==> config.mk <==
export PLATFORM = sky130hd
export DESIGN_NAME = ext_bus_initiator
export DESIGN_NICKNAME = d
export VERILOG_FILES = /design/src/rtl/ext_bus_initiator.sv
export SDC_FILE = /design/constraint.sdc
export NUM_CORES = 1
export LEC_CHECK = 0
export ABC_AREA = 1
export CAP_MARGIN = 25
export CORE_UTILIZATION = 25
export DETAILED_ROUTE_END_ITERATION = 8
export GPL_TIMING_DRIVEN = 0
export SLEW_MARGIN = 0
export SYNTH_ARGS = -nofsm -noshare
export SYNTH_HDL_FRONTEND = slang
export SYNTH_SLANG_ARGS = --single-unit
==> constraint.sdc <==
create_clock -name clk_i -period 2.4 [get_ports clk_i]
set_input_delay 0.36 -clock clk_i [delete_from_list [all_inputs] [get_ports clk_i]]
set_output_delay 0.36 -clock clk_i [all_outputs]
set_load 0.02 [all_outputs]
==> src/rtl/ext_bus_initiator.sv <==
// Initiator for the 16-bit async chip-select register bus: valid/ready requests become timed cs/rd/wr cycles.
// Define EXT_BUS_INIT_WIDE_EN to split 32-bit requests into a low-half then high-half access.
module ext_bus_initiator #(
  parameter int unsigned SETUP_CYCLES  = 2,
  parameter int unsigned STROBE_CYCLES = 8,
  parameter int unsigned HOLD_CYCLES   = 2,
  parameter int unsigned GAP_CYCLES    = 4
) (
  input  logic        clk_i,
  input  logic        rst_i,
  input  logic        req_valid_i,
  output logic        req_ready_o,
  input  logic        req_write_i,
  input  logic        req_wide_i,
  input  logic [3:0]  req_idx_i,
  input  logic [31:0] req_wdata_i,
  output logic        rsp_valid_o,
  output logic [31:0] rsp_rdata_o,
  output logic [24:0] bus_addr_o,
  output logic [1:0]  bus_cs_n_o,
  output logic        bus_rd_n_o,
  output logic        bus_wr_n_o,
  output logic [15:0] bus_data_o,
  output logic        bus_data_oe_o,
  input  logic [15:0] bus_data_i
);
  localparam logic [2:0] IDLE   = 3'd0;
  localparam logic [2:0] SETUP  = 3'd1;
  localparam logic [2:0] STROBE = 3'd2;
  localparam logic [2:0] HOLD   = 3'd3;
  localparam logic [2:0] GAP    = 3'd4;

  // A zero-length setup phase starts each pass directly in STROBE.
  localparam logic [2:0] PASS_START  = (SETUP_CYCLES > 0) ? SETUP : STROBE;
  localparam logic [7:0] SETUP_LAST  = 8'(SETUP_CYCLES - 1);
  localparam logic [7:0] STROBE_LAST = 8'(STROBE_CYCLES - 1);
  localparam logic [7:0] HOLD_LAST   = 8'(HOLD_CYCLES - 1);
  localparam logic [7:0] GAP_LAST    = 8'(GAP_CYCLES - 1);

`ifdef EXT_BUS_INIT_WIDE_EN
  logic wide_in;
  assign wide_in = req_wide_i;
`else
  logic wide_in;
  logic unused_wide;
  assign wide_in     = 1'b0;
  assign unused_wide = req_wide_i;
`endif

  logic [2:0]  state, state_n;
  logic [7:0]  cnt, cnt_n;
  logic        accept, pass_end, second, complete, drive, strobe_last;
  logic        wr_q, wide_q, half_q;
  logic        write_sel, half_sel;
  logic [3:0]  idx_q, idx_sel;
  logic [31:0] wdata_q, wdata_sel, acc_q, acc_n;
  logic [15:0] half_data;

  assign accept      = req_ready_o && req_valid_i;
  assign strobe_last = (state == STROBE) && (cnt == STROBE_LAST);

  always_comb begin
    state_n  = state;
    cnt_n    = cnt + 8'd1;
    pass_end = 1'b0;
    case (state)
      IDLE: begin
        cnt_n = 8'd0;
        if (accept) state_n = PASS_START;
      end
      SETUP: begin
        if (cnt == SETUP_LAST) begin
          cnt_n   = 8'd0;
          state_n = STROBE;
        end
      end
      STROBE: begin
        if (cnt == STROBE_LAST) begin
          cnt_n = 8'd0;
          if (HOLD_CYCLES > 0)     state_n  = HOLD;
          else if (GAP_CYCLES > 0) state_n  = GAP;
          else                     pass_end = 1'b1;
        end
      end
      HOLD: begin
        if (cnt == HOLD_LAST) begin
          cnt_n = 8'd0;
          if (GAP_CYCLES > 0) state_n  = GAP;
          else                pass_end = 1'b1;
        end
      end
      GAP: begin
        if (cnt == GAP_LAST) begin
          cnt_n    = 8'd0;
          pass_end = 1'b1;
        end
      end
      default: begin
        cnt_n   = 8'd0;
        state_n = IDLE;
      end
    endcase
    second   = pass_end && wide_q && !half_q;
    complete = pass_end && !second;
    if (second)        state_n = PASS_START;
    else if (complete) state_n = IDLE;
  end

  // Request fields as seen by the pass being entered: fresh on accept, idx+1 on the high half.
  always_comb begin
    write_sel = accept ? req_write_i : wr_q;
    wdata_sel = accept ? req_wdata_i : wdata_q;
    half_sel  = accept ? 1'b0 : (second ? 1'b1 : half_q);
    idx_sel   = accept ? req_idx_i : (second ? idx_q + 4'd1 : idx_q);
    half_data = half_sel ? wdata_sel[31:16] : wdata_sel[15:0];
    drive     = (state_n == SETUP) || (state_n == STROBE);
    acc_n     = accept ? 32'd0 : acc_q;
    if (strobe_last) begin
      if (half_q) acc_n[31:16] = bus_data_i;
      else        acc_n[15:0]  = bus_data_i;
    end
  end

  always_ff @(posedge clk_i) begin
    wr_q    <= write_sel;
    wdata_q <= wdata_sel;
    idx_q   <= idx_sel;
    acc_q   <= acc_n;
  end

  always_ff @(posedge clk_i or posedge rst_i) begin
    if (rst_i) begin
      state         <= IDLE;
      cnt           <= 8'd0;
      half_q        <= 1'b0;
      wide_q        <= 1'b0;
      req_ready_o   <= 1'b0;
      rsp_valid_o   <= 1'b0;
      rsp_rdata_o   <= 32'd0;
      bus_addr_o    <= 25'd0;
      bus_cs_n_o    <= 2'b11;
      bus_rd_n_o    <= 1'b1;
      bus_wr_n_o    <= 1'b1;
      bus_data_o    <= 16'd0;
      bus_data_oe_o <= 1'b0;
    end else begin
      state         <= state_n;
      cnt           <= cnt_n;
      half_q        <= half_sel;
      if (accept) wide_q <= wide_in;
      req_ready_o   <= (state_n == IDLE);
      rsp_valid_o   <= complete;
      if (complete) rsp_rdata_o <= acc_n;
      bus_cs_n_o    <= (state_n == STROBE) ? 2'b00 : 2'b11;
      bus_rd_n_o    <= !(drive && !write_sel);
      bus_wr_n_o    <= !(drive && write_sel);
      bus_data_oe_o <= write_sel && (drive || (state_n == HOLD));
      if (drive) bus_addr_o <= {20'd0, idx_sel, 1'b0};
      if (drive && write_sel) bus_data_o <= half_data;
    end
  end
endmodule

==> flow_summary.toml <==
[place]
io_buffer_count = 114
post_dp_cell_area_sq_mm = 0.00715
dpl.hpwl_um = 10500
gp_congestion = 0.777
preCtsSetupSlack_ps = -43.9

[global_route]
grt_pass1_wl_um = 23000
grt_pass1_vias = 4478
antenna_found_initial = 0
grt-ovfl-total = 0
grt_util_all_layers = 0.132
grt_max_degree = 52

[sta]
finalHoldViolCount = 0
skew_ps = 12.0
fin_ws_ps = 411
max_slew_margin = 0.628
finalCritPeriodShare = 0.829
fin_crit_ps = 1990
fmax_mhz = 503
fin_tns_setup_ps = 0
worst_slew_pin_slew_ps = 559
slew_violations = 0
rsz0062_at_grt = "false"
finalSetupViolCount = 0

[setup_path]
path_max_fanout = 2
crit_arrival_ps = 1630
slowest_delay_ps = 580
worstPathRequired_ps = 2040
crit_slowest_cell = "clkdlybuf4s50_1"
end_kind = "output pin"
cp-start-kind = "flip-flop"
path_class = "flip-flop to output pin"
crit_chain = "buf_4, clkdlybuf4s50_1"

[synthesis]
synth_cell_type_count = 33
post_synth.cell_area_avg_sq_um = 8.25
async_flop_share = 0.504
syn-cell-area_sq_mm = 0.00555
synth_edf_count = 0
yosysTopAreaCell = "dfrtp_1"
ys_seq_elements = 139
syn_inst = 673
netlist_top_cells_count = "297 x nand2_1, 69 x dfxtp_1, 67 x dfrtp_1"
synthTopCellsByArea = "dfrtp_1 30%, dfxtp_1 25%, nand2_1 20%"
yosysWarnings = 0
yosysSeqAreaShare = 0.565
yosys_most_used_dff = "dfxtp_1"
synth_top_area_share = 0.302
yosysMostFrequentCell = "nand2_1"

[route]
drt_first_pass_iters = 6
vias = 4680
ant_nets = 0
drc_errors = 0
wire_per_inst_um = 12.8
drt_iter0_markers = 206
routed_via_density = 4.18
wl_um = 14400

[layout]
diodes = 0
fillers = 2265
fin_area_sq_mm = 0.00772
syn_to_final_growth_pct = 39.1
drive_gt1_frac = 0.110
final_core_util = 0.354
nNetsFinal = 886

[floorplan]
core_sq_mm = 0.0218
initial_core_util = 0.254
io-pin-count = 137
die_area_sq_mm = 0.0228
die_h_um = 151
rows = 54
dieWidth_um = 151

[power]
power_w = 0.00834
ir_worst_vdd_mv = 0.486
power_leakage_nw = 3.56
power_density_mw_per_mm2 = 1080

[clocking]
clock_latency_ps = 420
ctsRootBufferMaster = "clkbuf_16"
clkTransAtPathRegs_ps = 70
htreeDepth = 4
postCtsSetupBuffers = 0
cts_buffers = 17
cts_tree = "built"
cts_hold_buf = 0
clock_path_buffers = 2
cts_sinks = 139
cts_resized = 0

[status]
status = "completed"

[run]
drv_cap = 0

[worst_hold_path]
min_path_type = "primary input to async pin"
flip-flops by register name, indices dropped and copies added (netlist names), 3 cells and up:
register and cells:
rsp_rdata_o 32, wdata_q 32, cnt 8, idx_q 4, acc_q 32, state 3
bus_addr_o 4, bus_data_o 16
path summary, 6_finish.rpt:
kind | from | endpoint | slack, ps | depth (start not counted)
worst max-delay path | bus_cs_n_o[0] | bus_cs_n_o[1] | 410 | 2
worst min-delay path | rst_i | rsp_rdata_o[14] | 250 | 2
worst max register to register | req_ready_o | wdata_q[23] | 420 | 6
worst min register to register | wdata_q[3] | wdata_q[3] | 460 | 2
max in group asynchronous | rst_i | bus_cs_n_o[0] | 1530 | 3
min in group clk_i | wdata_q[3] | wdata_q[3] | 460 | 2
layout make-up:
cell class / count / area (sq um) / share of cell area
Buffer: 52 / 323 / 0.0418
Tap cell: 280 / 350 / 0.0454
Timing Repair Buffer: 115 / 1170 / 0.151
Sequential cell: 139 / 3140 / 0.406
Clock inverter: 13 / 130 / 0.0169
Multi-Input combinational cell: 464 / 2020 / 0.262
Clock buffer: 19 / 443 / 0.0574
Inverter: 38 / 145 / 0.0188
where the power goes:
part,switching [W],total [W],internal [W],leakage [nW]
Sequential,0.000248,0.00316,0.00291,1.47
Clock,0.00107,0.00255,0.00148,0.269
Combinational,0.00159,0.00263,0.00104,1.83
logic make-up after synthesis:
| logic type | share of synthesized area |
|---|---|
| other | 0.000675 |
| buffers and inverters | 0.0838 |
| adder cells (fa/ha/maj) | 0.00451 |
| flip-flops | 0.565 |
| XOR/XNOR | 0.00631 |
| AO/OA/AOI/OAI | 0.0701 |
| AND/OR/NAND/NOR | 0.270 |
cells in the final DEF, fill, tap and decap left out, types with 2 or more instances in the layout:
cell type / synthesis / routed
nand3_1: 4 / 4
xor2_1: 3 / 3
nor2_2: 6 / 6
o21ai_0: 64 / 64
buf_4: 26 / 26
nand2_2: 6 / 6
dfxtp_1: 69 / 69
clkbuf_1: 16 / 17
nor2_1: 17 / 17
nand2_1: 297 / 297
buf_6: 3 / 3
and2_1: 4 / 4
inv_1: 35 / 34
conb_1: 1 / 21
clkinvlp_4: 0 / 4
clkdlybuf4s50_1: 0 / 114
dfrtp_1: 67 / 67
o21ai_1: 6 / 6
clkbuf_16: 0 / 17
inv_2: 3 / 3
buf_2: 6 / 6
dfstp_2: 3 / 3
nand3_2: 2 / 2
nor3_1: 4 / 4
nand4_1: 19 / 19
ha_1: 2 / 2
inv_6: 0 / 8
per-stage QoR:
stage / hold slack [ps] / instances
after floorplan: 422 / 693
after global placement: 434 / 1087
after detailed placement: 437 / 1088
after CTS: 244 / 1120
after global routing: 256 / 1120
final: 248 / 1120
worst max-delay path: cells and delay by family (launching register included):
kind | cells | cell delay (ps)
buffers and inverters | 2 | 680
DFF | 1 | 540
per-layer routing:
layer	vias to the layer above	part of all wire	track usage
met1	2136	0.47	0.178
met4	0	0.0087	0.0390
met2	151	0.44	0.206
li1	2381	-	-
met5	-	0	0
met3	12	0.072	0.0346
Note: power is estimated with default switching activity, not from simulation.
